[config.mk]
export PLATFORM = sky130hd
export DESIGN_NAME = ch4_ctrl_regs
export DESIGN_NICKNAME = d
export VERILOG_FILES = /design/src/rtl/apu_pkg.sv /design/src/rtl/ch4_len_counter.sv /design/src/rtl/ch4_ctrl_regs.sv
export SDC_FILE = /design/constraint.sdc
export NUM_CORES = 1
export LEC_CHECK = 0
export CORE_MARGIN = 5
export CORE_UTILIZATION = 48
export CTS_CLUSTER_SIZE = 30
export DETAILED_ROUTE_END_ITERATION = 6
export PLACE_DENSITY = 0.91
export SLEW_MARGIN = 20
export SYNTH_ARGS = -nofsm -noshare
export SYNTH_HDL_FRONTEND = slang
export SYNTH_SLANG_ARGS = --single-unit
export TNS_END_PERCENT = 1
[constraint.sdc]
create_clock -name dova_phi -period 3 [get_ports dova_phi]
set_clock_uncertainty 0.05 [all_clocks]
set_input_delay 0.6 -clock dova_phi [delete_from_list [all_inputs] [get_ports dova_phi]]
set_output_delay 0.6 -clock dova_phi [all_outputs]
set_load 0.01 [all_outputs]
[src/rtl/apu_pkg.sv]
// Shared APU definitions: register read masks, length-counter width default and the NR44 control bits.
package apu_pkg;

    localparam int LEN_BITS_DEF = 6;

    // A set mask bit marks a read-back bit that returns the fill value instead of register state.
    localparam logic [7:0] FF20_RD_MASK = 8'hFF;
    localparam logic [7:0] FF21_RD_MASK = 8'h00;
    localparam logic [7:0] FF22_RD_MASK = 8'h00;
    localparam logic [7:0] FF23_RD_MASK = 8'hBF;

    typedef struct packed {
        logic trig;
        logic len_en;
    } nr44_t;

endpackage

[src/rtl/ch4_len_counter.sv]
// Noise-channel length timer: counts len_tick pulses up to wrap and flags expiry on fugo_q.
// Optional extra-increment behaviour is built when CH4_LEN_QUIRK_EN is defined.
module ch4_len_counter
    import apu_pkg::*;
#(
    parameter int LEN_BITS = LEN_BITS_DEF
) (
    input  logic                dova_phi,
    input  logic                apu_reset,
    input  logic                load_i,
    input  logic [LEN_BITS-1:0] load_val_i,
    input  logic                wr23_i,
    input  logic                trig_i,
    input  logic                len_en_i,
    input  logic                len_en_new_i,
    input  logic                len_tick,
    input  logic                len_phase,
    output logic                fugo_q
);

    logic [LEN_BITS-1:0] len_cnt_q, len_cnt_d;
    logic                fugo_d;
    logic [LEN_BITS-1:0] cnt_inc;
    logic                cnt_max;
    logic                quirk_inc;

    assign cnt_inc = len_cnt_q + {{(LEN_BITS-1){1'b0}}, 1'b1};
    assign cnt_max = &len_cnt_q;

`ifdef CH4_LEN_QUIRK_EN
    // Enabling length while the sequencer is in its non-clocking half clocks it once immediately.
    assign quirk_inc = wr23_i && !len_en_i && len_en_new_i && len_phase && !fugo_q;
`else
    logic unused_quirk;
    assign unused_quirk = len_phase ^ len_en_new_i;
    assign quirk_inc    = 1'b0;
`endif

    always_comb begin
        len_cnt_d = len_cnt_q;
        fugo_d    = fugo_q;
        if (load_i) begin
            len_cnt_d = load_val_i;
            fugo_d    = 1'b0;
        end else if (trig_i && fugo_q) begin
            len_cnt_d = '0;
            fugo_d    = 1'b0;
        end else if (quirk_inc) begin
            // A wrap here lands on 0, which is also the trigger reload value; only fugo differs.
            len_cnt_d = cnt_inc;
            fugo_d    = cnt_max && !trig_i;
        end else if (len_tick && len_en_i && !fugo_q && !wr23_i) begin
            len_cnt_d = cnt_inc;
            fugo_d    = cnt_max;
        end
    end

    always_ff @(posedge dova_phi or posedge apu_reset) begin
        if (apu_reset) begin
            len_cnt_q <= '0;
            fugo_q    <= 1'b0;
        end else begin
            len_cnt_q <= len_cnt_d;
            fugo_q    <= fugo_d;
        end
    end

endmodule

[src/rtl/ch4_ctrl_regs.sv]
// Noise-channel NR41..NR44 register file, trigger handshake and CPU read-back.
// Define CH4_LEN_QUIRK_EN to build the length-enable extra-increment behaviour.
module ch4_ctrl_regs
    import apu_pkg::*;
#(
    parameter int   LEN_BITS = LEN_BITS_DEF,
    parameter logic RD_FILL  = 1'b1
) (
    input  logic       dova_phi,
    input  logic       apu_reset,
    input  logic       cpu_wr,
    input  logic       cpu_rd,
    input  logic       ff20,
    input  logic       ff21,
    input  logic       ff22,
    input  logic       ff23,
    input  logic [7:0] d_in,
    output logic [7:0] d_out,
    output logic       d_oe,
    output logic [7:0] ff21_q,
    output logic [7:0] ff22_q,
    output logic       ff23_d6,
    output logic       ff23_d7,
    input  logic       rst_ff23_d7,
    input  logic       len_tick,
    input  logic       len_phase,
    output logic       fugo_q
);

    logic       wr20, wr21, wr22, wr23, trig;
    logic [7:0] ff21_d, ff22_d;
    nr44_t      nr44_q, nr44_d;
    logic [7:0] rd_raw, rd_mask;

    assign wr20 = cpu_wr && ff20;
    assign wr21 = cpu_wr && ff21;
    assign wr22 = cpu_wr && ff22;
    assign wr23 = cpu_wr && ff23;
    assign trig = wr23 && d_in[7];

    always_comb begin
        ff21_d = wr21 ? d_in : ff21_q;
        ff22_d = wr22 ? d_in : ff22_q;
        nr44_d = nr44_q;
        if (wr23) nr44_d.len_en = d_in[6];
        // A new trigger outranks a same-cycle acknowledge so the request is never lost.
        if (trig)              nr44_d.trig = 1'b1;
        else if (!rst_ff23_d7) nr44_d.trig = 1'b0;
    end

    always_ff @(posedge dova_phi or posedge apu_reset) begin
        if (apu_reset) begin
            ff21_q <= 8'h00;
            ff22_q <= 8'h00;
            nr44_q <= '0;
        end else begin
            ff21_q <= ff21_d;
            ff22_q <= ff22_d;
            nr44_q <= nr44_d;
        end
    end

    assign ff23_d6 = nr44_q.len_en;
    assign ff23_d7 = nr44_q.trig;

    ch4_len_counter #(.LEN_BITS(LEN_BITS)) u_len (
        .dova_phi     (dova_phi),
        .apu_reset    (apu_reset),
        .load_i       (wr20),
        .load_val_i   (d_in[LEN_BITS-1:0]),
        .wr23_i       (wr23),
        .trig_i       (trig),
        .len_en_i     (nr44_q.len_en),
        .len_en_new_i (d_in[6]),
        .len_tick     (len_tick),
        .len_phase    (len_phase),
        .fugo_q       (fugo_q)
    );

    assign d_oe = cpu_rd && (ff20 || ff21 || ff22 || ff23);

    always_comb begin
        rd_raw  = 8'h00;
        rd_mask = 8'h00;
        if (ff20) begin
            rd_mask = FF20_RD_MASK;
        end else if (ff21) begin
            rd_raw  = ff21_q;
            rd_mask = FF21_RD_MASK;
        end else if (ff22) begin
            rd_raw  = ff22_q;
            rd_mask = FF22_RD_MASK;
        end else if (ff23) begin
            rd_raw  = {1'b0, nr44_q.len_en, 6'b000000};
            rd_mask = FF23_RD_MASK;
        end
        d_out = d_oe ? ((rd_raw & ~rd_mask) | ({8{RD_FILL}} & rd_mask)) : 8'h00;
    end

endmodule

==> qor.csv <==
metric,value,unit
outcome,"finished, final reports clean",
die_area,0.003899,sq mm
io_pins,47,
synth_top_area_share,47.39,%
ir_drop,386.8,uV
min_path_type,flip-flop to flip-flop,
start_kind,input port,
slowest_stage,clkdlybuf4s50_1,
port_buffers,45,
hpwl,2792,um
worst_ep_arrival_time,2240,ps
grt_pass1_vias,1349,
rr_startpoint,u_len.fugo_q,
gp_congestion,0.8122,
via_per_inst,5.854,
grt_max_degree,26,
p_total,0.0008849,W
fmax,345.7,MHz
drc,0,
rsz0062_at_grt,no,
antenna_left,0,
synth_fp_nets,144,
drt-total-wl,3641,um
grt_overflow_total,0,
timing.final.crit_share,96.42,%
ys_warn_count,0,
crit_fanout,9,
setup_tns,0,ps
core,0.002686,sq mm
cts.clk_slew.worst_paths,140,ps
worst_pin_slew,883.3,ps
cp.required,2350,ps
reg2regPathDepth,3,
clkSinkCount,25,
vias,1200,
syn2layout_area_growth,40.57,%
cts_inserted_buffers,3,
critPathCaptureType,primary output,
drtPass1Iterations,4,
clockBufferDepth,2,
relSlewSlack,40.75,%
antenna_found_initial,0,
slowest_delay,510,ps
placementRows,19,
finalSetupViolations,0,
cellPowerDensity,476.9,mW/mm^2
cts_root_buf,clkbuf_4,
ys_seq_elements,25,
die-width,62.44,um
total_leakage_power,0.8077,nW
ctsHtreeMaxLevel,1,
drive_above_1_share,20.11,%
post-cts-setup-buffers,0,
synth_top_cell_by_area,dfrtp_1,
ctsResizeCount,1,
avgRoutedWirePerCell,17.76,um
yosys-top-cells-area,"dfrtp_1 47%, mux2_2 15%, a21oi_1 7.2%",
ys_seq_area_share,47.39,%
nets,195,
path_class,input port to primary output,
start_util,49.14,%
min_period,2893,ps
cts_hold_buf,0,
synthDistinctLibCells,30,
critPathLaunch,ff23,
grt_pass1_wl,6223,um
worstPathCellList,clkdlybuf4s50_1 > o41ai_2 > buf_4 > a21oi_1 > clkdlybuf4s50_1,
hold_viol_final,0,
clock_latency,330,ps
drv_slew,0,
critPathCapture,d_out[3],
syn-instance-count,124,
cts_tree,built,
avgSynthCellArea,10.65,sq um
track_usage,19.29,%
cp_common_cell,clkdlybuf4s50_1,
die_h,62.44,um
drt_iter0_markers,46,
max_cap_violations,0,
synth_area,0.001320,sq mm
rrSetupSlack,1570,ps
n_antenna_cell,0,
reg2reg_to,u_len.len_cnt_q[0],
[sequential cells by signal (all words and copies together) (netlist names)]
register         count
ff21_q               8
ff22_q               8
u_len.len_cnt_q      6
ff23_d6              1
ff23_d7              1
u_len.fugo_q         1
[report_power, final]
| group | leakage [nW] | switching, W | internal (W) |
|---|---|---|---|
| Clock | 0.0150 | 0.000107 | 0.0000522 |
| Sequential | 0.302 | 0.0000480 | 0.000388 |
| Combinational | 0.490 | 0.000121 | 0.000169 |
| Total | 0.808 | 0.000276 | 0.000609 |
[synthesized netlist by cell type]
| cell type | instances |
|---|---|
| o41ai_2 | 1 |
| mux2_2 | 17 |
| buf_6 | 2 |
| a22oi_1 | 2 |
| a22o_1 | 1 |
| a21oi_1 | 19 |
| a21o_1 | 1 |
| and2_1 | 1 |
| a2bb2oi_1 | 1 |
| o21ai_0 | 1 |
| nor3_2 | 1 |
| dfrtp_1 | 25 |
| a2bb2oi_2 | 1 |
| a41oi_1 | 2 |
| clkbuf_1 | 2 |
| a22oi_2 | 1 |
| nand2_1 | 12 |
| nand3_1 | 1 |
| o22a_1 | 5 |
| a31o_2 | 1 |
| and2_4 | 1 |
| buf_1 | 1 |
| inv_1 | 2 |
| or3_4 | 1 |
| nor2b_1 | 1 |
| ha_1 | 1 |
| nor2_1 | 10 |
| and3_1 | 5 |
| a31oi_1 | 4 |
| and4_1 | 1 |
[worst min path at each step]
stage                       startpoint            endpoint  slack (ps)  depth (start not counted)
finish                         ff23_d7             ff23_d7         470                          1
global route                   ff23_d7             ff23_d7         510                          1
CTS                            ff23_d7             ff23_d7         480                          1
detailed placement             ff23_d7             ff23_d7         450                          1
global placement               ff23_d7             ff23_d7         440                          1
floorplan           u_len.len_cnt_q[5]  u_len.len_cnt_q[5]         430                          1
[kinds of logic (layout without fill, tap and decap cells)]
| kind of cell | count (synthesis) | in the layout | synth area share, % |
|---|---|---|---|
| AOI/OAI and AO/OA | 40 | 40 | 21.14 |
| adders and majority gates | 1 | 1 | 0.9477 |
| buffers and inverters | 7 | 57 | 3.128 |
| DFF | 25 | 25 | 47.39 |
| muxes | 17 | 17 | 14.50 |
| and+or+nand+nor | 34 | 34 | 12.89 |
[routing by layer]
metal	up-vias	share of wire (%)	wire (um)	GRT usage, %
met4	0	1.7	62	5.836
met2	50	50	1810	31.87
li1	558	-	-	-
met3	6	7.0	255	5.396
met1	586	42	1512	24.43
met5	-	0	0	0
[layout make-up]
type                    instances  area, sq um
fillers                       208        830.8
multi-input cells              92        659.4
flip-flops and latches         25        625.6
repair buffers                 51        498.0
well taps                      31        38.79
clock buffers                   4        26.28
inverters                       2        7.507
[stage by stage]
stage                     utilization, %  instances  area [sq um]  setup slack (ps)  hold slack [ps]
after global placement             67.77        201          1821            -35.64            443.0
after CTS                          68.89        205          1851             57.71            480.1
after floorplan                        -        124          1320             826.7            431.9
after detailed placement           67.77        201          1821            -108.4            446.7
final                              69.07        205          1856             107.4            474.8
after global routing               69.07        205          1856             9.119            510.5
[placed cells by master (no fill, tap or decap)]
cell type	synthesis	layout
nand3_1	1	1
buf_4	0	6
a2bb2oi_1	1	1
o41ai_2	1	1
and4_1	1	1
a41oi_1	2	2
nor3_2	1	1
dlymetal6s2s_1	0	1
a21oi_1	19	18
nand2_1	12	12
a21o_1	1	1
and3_1	5	5
and2_1	1	1
mux2_2	17	17
a2bb2oi_2	1	1
clkdlybuf4s50_1	0	44
nor2_1	10	10
o21ai_0	1	1
a21oi_2	0	1
a22oi_2	1	1
a22o_1	1	1
a31o_2	1	1
clkinv_1	0	1
clkbuf_4	0	3
dfrtp_1	25	25
or3_4	1	1
inv_1	2	1
clkbuf_1	2	1
and2_4	1	1
a31oi_1	4	4
nor2b_2	0	1
o22a_1	5	5
a22oi_1	2	2
ha_1	1	1
[critical path, delay by kind of cell]
family          cells  cell delay [ps]
compound gates      2              420
buf+inv             3             1220
Note: power is estimated with default switching activity, not from simulation.
